## config.mk

```make
export PLATFORM = sky130hd
export DESIGN_NAME = overdrive_step_ctrl
export DESIGN_NICKNAME = d
export VERILOG_FILES = /design/src/rtl/overdrive_step_ctrl.sv
export SDC_FILE = /design/constraint.sdc
export NUM_CORES = 1
export LEC_CHECK = 0
export ABC_AREA = 1
export CAP_MARGIN = 20
export CORE_AREA = 2 2 82 103
export DETAILED_ROUTE_END_ITERATION = 8
export DIE_AREA = 0 0 84 105
export SYNTH_ARGS = -nofsm -noshare
export SYNTH_HDL_FRONTEND = slang
export SYNTH_SLANG_ARGS = --single-unit
```

## constraint.sdc

```tcl
create_clock -name clk -period 8.1 [get_ports clk]
set_input_delay 1.62 -clock clk [delete_from_list [all_inputs] [get_ports clk]]
set_output_delay 1.62 -clock clk [all_outputs]
set_load 0.01 [all_outputs]
```

## src/rtl/overdrive_step_ctrl.sv

```systemverilog
// overdrive_step_ctrl
//   Head-positioning stage between the floppy bus and the read/write circuit.
//   Synchronises the bus step/dir_sel/t00_sens lines, queues qualified step
//   commands in a small FIFO, and drives the stepper motor with a timed pulse
//   followed by a head-settle interval. Keeps the current track number.
//
//   Optional feature macro: OVERDRIVE_DOUBLE_STEP_EN
//     When defined, adds input double_step. A command popped with
//     double_step=1 issues two pulse+settle sequences in the same direction
//     but moves the logical track count by one, saturating at MAX_TRACK/2.
//
// Ports
//   clk            in   system clock
//   rst            in   asynchronous reset, active-low
//   drive_en       in   this drive selected
//   step           in   bus step request (async)
//   dir_sel        in   1 = inward (count up), 0 = outward (async)
//   t00_sens       in   track-00 optical sensor (async)
//   double_step    in   (feature build only) two physical steps per command
//   step_motor     out  stepper pulse to motor driver
//   step_dir       out  direction to motor driver
//   track_0        out  registered (int_trk_count == 0)
//   int_trk_count  out  current track number
//   seek_busy      out  FSM not idle or commands queued
//   step_ovf       out  sticky: a step was dropped on a full FIFO
module overdrive_step_ctrl #(
  parameter int MAX_TRACK       = 79,
  parameter int FIFO_DEPTH      = 8,
  parameter int MOTOR_PULSE_CYC = 1000,
  parameter int SETTLE_CYC      = 240000
) (
  input  logic       clk,
  input  logic       rst,
  input  logic       drive_en,
  input  logic       step,
  input  logic       dir_sel,
  input  logic       t00_sens,
`ifdef OVERDRIVE_DOUBLE_STEP_EN
  input  logic       double_step,
`endif
  output logic       step_motor,
  output logic       step_dir,
  output logic       track_0,
  output logic [6:0] int_trk_count,
  output logic       seek_busy,
  output logic       step_ovf
);

  localparam int PTR_W     = (FIFO_DEPTH > 1) ? $clog2(FIFO_DEPTH) : 1;
  localparam int CNT_W     = PTR_W + 1;
  localparam int TIMER_MAX = (MOTOR_PULSE_CYC > SETTLE_CYC) ? MOTOR_PULSE_CYC : SETTLE_CYC;
  localparam int TIMER_W   = $clog2(TIMER_MAX + 1);

  localparam logic [TIMER_W-1:0] PULSE_LAST  = TIMER_W'(MOTOR_PULSE_CYC - 1);
  localparam logic [TIMER_W-1:0] SETTLE_LAST = TIMER_W'(SETTLE_CYC - 1);
  localparam logic [6:0]         TRACK_MAX   = 7'(MAX_TRACK);
  localparam logic [CNT_W-1:0]   FIFO_FULL   = CNT_W'(FIFO_DEPTH);
`ifdef OVERDRIVE_DOUBLE_STEP_EN
  localparam logic [6:0]         TRACK_MAX_HALF = 7'(MAX_TRACK / 2);
`endif

  typedef enum logic [1:0] {IDLE, PULSE, SETTLE} state_t;

  logic step_meta, step_sync, step_sync_d;
  logic dir_meta, dir_sync;
  logic t00_meta, t00_sync;
  logic push_req, push_dir;

  logic [FIFO_DEPTH-1:0] fifo_mem;
  logic [PTR_W-1:0]      wr_ptr, rd_ptr;
  logic [CNT_W-1:0]      fifo_cnt;
  logic                  fifo_empty, fifo_full, push_ok, pop, pop_dir;

  state_t               state, state_nxt;
  logic [TIMER_W-1:0]   timer, timer_nxt;
  logic                 motor_nxt, dir_nxt;
  logic [6:0]           count_nxt, limit;
  logic                 second_pending, second_nxt, dbl;

  // Input synchronisers. The edge detect is registered together with the
  // synced direction so a command reaches the FIFO one clock after the edge
  // is seen; this gives the fixed sample-to-pulse latency of four clocks.
  always_ff @(posedge clk or negedge rst) begin
    if (!rst) begin
      step_meta   <= 1'b0;
      step_sync   <= 1'b0;
      step_sync_d <= 1'b0;
      dir_meta    <= 1'b0;
      dir_sync    <= 1'b0;
      t00_meta    <= 1'b0;
      t00_sync    <= 1'b0;
      push_req    <= 1'b0;
      push_dir    <= 1'b0;
    end else begin
      step_meta   <= step;
      step_sync   <= step_meta;
      step_sync_d <= step_sync;
      dir_meta    <= dir_sel;
      dir_sync    <= dir_meta;
      t00_meta    <= t00_sens;
      t00_sync    <= t00_meta;
      push_req    <= step_sync & ~step_sync_d & drive_en;
      push_dir    <= dir_sync;
    end
  end

  assign fifo_empty = (fifo_cnt == '0);
  assign fifo_full  = (fifo_cnt == FIFO_FULL);
  // A simultaneous pop frees a slot, so a push on a full FIFO still lands.
  assign push_ok    = push_req & (~fifo_full | pop);
  assign pop_dir    = fifo_mem[rd_ptr];
  assign seek_busy  = (state != IDLE) | ~fifo_empty;

  // Direction FIFO and the sticky overflow flag.
  always_ff @(posedge clk or negedge rst) begin
    if (!rst) begin
      fifo_mem <= '0;
      wr_ptr   <= '0;
      rd_ptr   <= '0;
      fifo_cnt <= '0;
      step_ovf <= 1'b0;
    end else begin
      if (push_ok) begin
        fifo_mem[wr_ptr] <= push_dir;
        wr_ptr           <= wr_ptr + 1'b1;
      end
      if (pop) begin
        rd_ptr <= rd_ptr + 1'b1;
      end
      case ({push_ok, pop})
        2'b10:   fifo_cnt <= fifo_cnt + 1'b1;
        2'b01:   fifo_cnt <= fifo_cnt - 1'b1;
        default: fifo_cnt <= fifo_cnt;
      endcase
      if (push_req && !push_ok) begin
        step_ovf <= 1'b1;
      end
    end
  end

  // Next-state logic. A sensor resync in IDLE takes the cycle by itself; the
  // queued command is popped on the following cycle.
  always_comb begin
    state_nxt  = state;
    timer_nxt  = timer;
    motor_nxt  = step_motor;
    dir_nxt    = step_dir;
    count_nxt  = int_trk_count;
    second_nxt = second_pending;
    pop        = 1'b0;
    dbl        = 1'b0;
    limit      = TRACK_MAX;
`ifdef OVERDRIVE_DOUBLE_STEP_EN
    dbl = double_step;
    if (double_step) begin
      limit = TRACK_MAX_HALF;
    end
`endif
    case (state)
      IDLE: begin
        timer_nxt = '0;
        if (t00_sync && (int_trk_count != '0)) begin
          count_nxt = '0;
        end else if (!fifo_empty) begin
          pop = 1'b1;
          // Inward at the limit is swallowed without moving the head.
          if (!(pop_dir && (int_trk_count >= limit))) begin
            dir_nxt    = pop_dir;
            motor_nxt  = 1'b1;
            state_nxt  = PULSE;
            second_nxt = dbl;
            if (pop_dir) begin
              count_nxt = int_trk_count + 7'd1;
            end else if (int_trk_count != '0) begin
              count_nxt = int_trk_count - 7'd1;
            end
          end
        end
      end
      PULSE: begin
        if (timer == PULSE_LAST) begin
          timer_nxt = '0;
          motor_nxt = 1'b0;
          state_nxt = SETTLE;
        end else begin
          timer_nxt = timer + 1'b1;
        end
      end
      SETTLE: begin
        if (timer == SETTLE_LAST) begin
          timer_nxt = '0;
          if (second_pending) begin
            second_nxt = 1'b0;
            motor_nxt  = 1'b1;
            state_nxt  = PULSE;
          end else begin
            state_nxt = IDLE;
          end
        end else begin
          timer_nxt = timer + 1'b1;
        end
      end
      default: begin
        state_nxt = IDLE;
        timer_nxt = '0;
        motor_nxt = 1'b0;
      end
    endcase
  end

  // State and output registers; track_0 follows the next count so it always
  // agrees with int_trk_count.
  always_ff @(posedge clk or negedge rst) begin
    if (!rst) begin
      state          <= IDLE;
      timer          <= '0;
      step_motor     <= 1'b0;
      step_dir       <= 1'b0;
      int_trk_count  <= '0;
      track_0        <= 1'b1;
      second_pending <= 1'b0;
    end else begin
      state          <= state_nxt;
      timer          <= timer_nxt;
      step_motor     <= motor_nxt;
      step_dir       <= dir_nxt;
      int_trk_count  <= count_nxt;
      track_0        <= (count_nxt == '0);
      second_pending <= second_nxt;
    end
  end

endmodule

```

==> results.json <==
{
  "numPortBuffers": 17,
  "fp-row-count": 36,
  "grt.overflow.total": 0,
  "synth_fp_nets": 448,
  "syn_area_mm2": 0.00335,
  "chipHeight_um": 105,
  "cp-start-kind": "register",
  "synth_edf_count": 0,
  "outcome": "complete, no violations",
  "vias": 2678,
  "cts_tree": "yes",
  "ys.flop_type": "dfrtp_1",
  "fin_tns_setup_ns": 0,
  "power_w": 0.00141,
  "min_from": "t00_meta$_DFF_PN0_",
  "initial_utilization_pct": 43.0,
  "r2r_setup_slack_ns": 5.26,
  "yosysUniqueCellTypes": 34,
  "io_pins": 18,
  "synthTopCellsByArea": "dfrtp_1 43%, nand2_1 14%, nor2_1 5.8%",
  "num_antenna_cells": 0,
  "gp_congestion": 0.792,
  "drtAntennaViolNets": 0,
  "grt_pass1_wl_mm": 11.8,
  "min_path_cells": 0,
  "cts_buffers": 9,
  "cts_setup_buffers": 0,
  "min_period_ns": 3.57,
  "path_cells": "inv_1 > ha_1 > nand4_1 > clkdlybuf4s50_1",
  "async_flop_share_pct": 100,
  "syn_avg_cell_area_um2": 7.82,
  "cts.path.max_buffers": 2,
  "route.detailed.drc": 0,
  "cts_resized": 0,
  "maxCapViolations": 0,
  "ir_drop_uv": 141,
  "die_area_mm2": 0.00882,
  "seq_area_frac_synth_pct": 43.3,
  "hold_violations": 0,
  "post-route-cell-area_mm2": 0.00383,
  "post-route-util_pct": 49.2,
  "crit_required_ns": 6.48,
  "grt_use_total_pct": 16.6,
  "synth_top_family_by_area": "simple AND/OR/NAND/NOR gates",
  "routedWlPerCell_um": 11.7,
  "yosys.area.top_type": "dfrtp_1",
  "clockRootBuffer": "clkbuf_8",
  "finClkSkew_ns": 0.00928,
  "power_density_mw_per_mm2": 367,
  "finalSetupViolCount": 0,
  "cts.sinks": 58,
  "cts_hold_buffers": 0,
  "hp-class": "reg2reg",
  "synth_warnings": 0,
  "synth_xor_area_share_pct": 4.96,
  "slowest_stage": "clkdlybuf4s50_1",
  "drt_iter0_markers": 134,
  "clk_pin_slew_ns": 0.06,
  "fmaxAchievable_mhz": 280,
  "die_x_um": 84,
  "crit-reg2reg-launch": "int_trk_count[1]$_DFF_PN0_",
  "htreeDepth": 3,
  "viasPerCell": 4.83,
  "cp.arrival_ns": 1.95,
  "rsz0062_at_grt": "no",
  "rr_endpoint": "fifo_cnt[2]$_DFFE_PN0P_",
  "drv_slew": 0,
  "synthMuxAreaShare_pct": 0,
  "syn_inst": 429,
  "clock_latency_ns": 0.34,
  "synth-simple-area-share_pct": 34.7,
  "crit_fanout": 10,
  "synth_compound_gate_area_share_pct": 5.07,
  "drive_above_1_share_pct": 9.37,
  "rr_worst_depth": 15,
  "period_share_pct": 44.0,
  "worst_path_largest_cell_delay_ns": 0.53,
  "num-nets-final": 473,
  "relSlewSlack_pct": 52.3,
  "synth_seq_cells": 58,
  "area_growth_syn_to_layout_pct": 14.3,
  "routed_wl_mm": 6.47,
  "critPathCaptureType": "primary output",
  "synth_top_area_share_pct": 42.5,
  "postPlaceCellArea_mm2": 0.00361,
  "path_class": "reg2out",
  "antenna_found_initial": 0,
  "cellLeakagePower_nw": 1.86,
  "dr.pass1.iters": 4,
  "worstMarginPinSlew_ns": 0.715,
  "core_area_mm2": 0.00779,
  "grt_max_degree": 59,
  "synthAdderAreaFrac_pct": 4.85,
  "first_global_vias": 2625,
  "holdPathEnd": "t00_sync$_DFF_PN0_",
  "dp_hpwl_mm": 4.87
}
==> critical path: cells and delay by family, from the launching register on <==
kind,cells,cell delay (ns)
simple gates,1,0.21
buf+inv,2,0.65
flops,1,0.40
fa+ha+maj,1,0.36
==> per-layer routing <==
metal | up-vias | global-route usage, % | wire length (µm)
met3 | 11 | 3.55 | 160
met2 | 34 | 28.4 | 3200
met1 | 1216 | 20.3 | 2990
li1 | 1417 | - | -
met4 | 0 | 6.57 | 125
met5 | - | 0 | 0
==> sequential cells by signal, summed over array words and instances (netlist names), 2 cells and up <==
register       count
fifo_cnt           4
fifo_mem           8
int_trk_count      7
rd_ptr             3
state              2
timer             18
wr_ptr             3
==> kinds of logic (layout without fill, tap and decap cells) <==
family	count (synthesis)	in the layout
and+or+nand+nor	248	248
xor gates and xnor gates	19	19
adders and majority gates	13	13
DFF	58	58
AOI/OAI and AO/OA	32	32
buffers and inverters	59	89
==> synthesized netlist by cell type, types with 2 or more instances <==
library cell	n
nand2_1	123
dfrtp_1	57
nor2_1	52
inv_1	50
nand3_1	31
xor2_1	16
ha_1	13
a21oi_1	10
nand4_1	9
nor3_1	9
o21ai_0	9
o21ai_1	8
nor2_2	5
inv_2	4
nor4_1	4
nand2_4	3
nor2_8	3
xnor2_1	3
a31oi_1	2
buf_6	2
nand2_2	2
nand3_2	2
==> metrics by stage <==
stage | setup slack [ns] | instances | hold WS, ns
floorplan | 5.41 | 429 | 0.331
global placement | 4.94 | 538 | 0.332
detailed placement | 4.90 | 538 | 0.338
CTS | 4.51 | 554 | 0.352
global route | 4.40 | 554 | 0.365
finish | 4.53 | 554 | 0.349
==> layout make-up <==
cell class,count,area (µm²)
inverter,55,208
sequential,58,1450
clock buffer,11,141
clock inverter,5,77.6
multi-input combinational,312,1660
tap,95,119
fill,746,3960
timing repair buffer,18,173
==> worst max-delay path by stage <==
stage	from	to	slack, ns
floorplan	state[0]$_DFFE_PN0P_	seek_busy	5.41
global placement	state[0]$_DFFE_PN0P_	seek_busy	4.94
detailed placement	state[0]$_DFFE_PN0P_	seek_busy	4.90
CTS	state[0]$_DFFE_PN0P_	seek_busy	4.51
global route	state[0]$_DFFE_PN0P_	seek_busy	4.40
finish	state[0]$_DFFE_PN0P_	seek_busy	4.53
==> power by group <==
| group | switching [W] | internal (W) | total (W) |
|---|---|---|---|
| logic | 0.000407 | 0.000253 | 0.000660 |
| clock network | 0.000112 | 0.000180 | 0.000292 |
| registers | 0.0000862 | 0.000369 | 0.000455 |
| total | 0.000605 | 0.000803 | 0.00141 |
==> placed cells by master, fill, tap and decap left out, types with 3 or more instances in the layout <==
master,n
a21oi_1,10
clkbuf_8,10
clkdlybuf4s50_1,16
clkinv_2,3
dfrtp_1,57
ha_1,13
inv_1,50
inv_2,4
nand2_1,123
nand2_4,3
nand3_1,31
nand4_1,9
nor2_1,52
nor2_2,5
nor2_8,3
nor3_1,9
nor4_1,4
o21ai_0,9
o21ai_1,8
xnor2_1,3
xor2_1,16
Note: power is estimated with default switching activity, not from simulation.
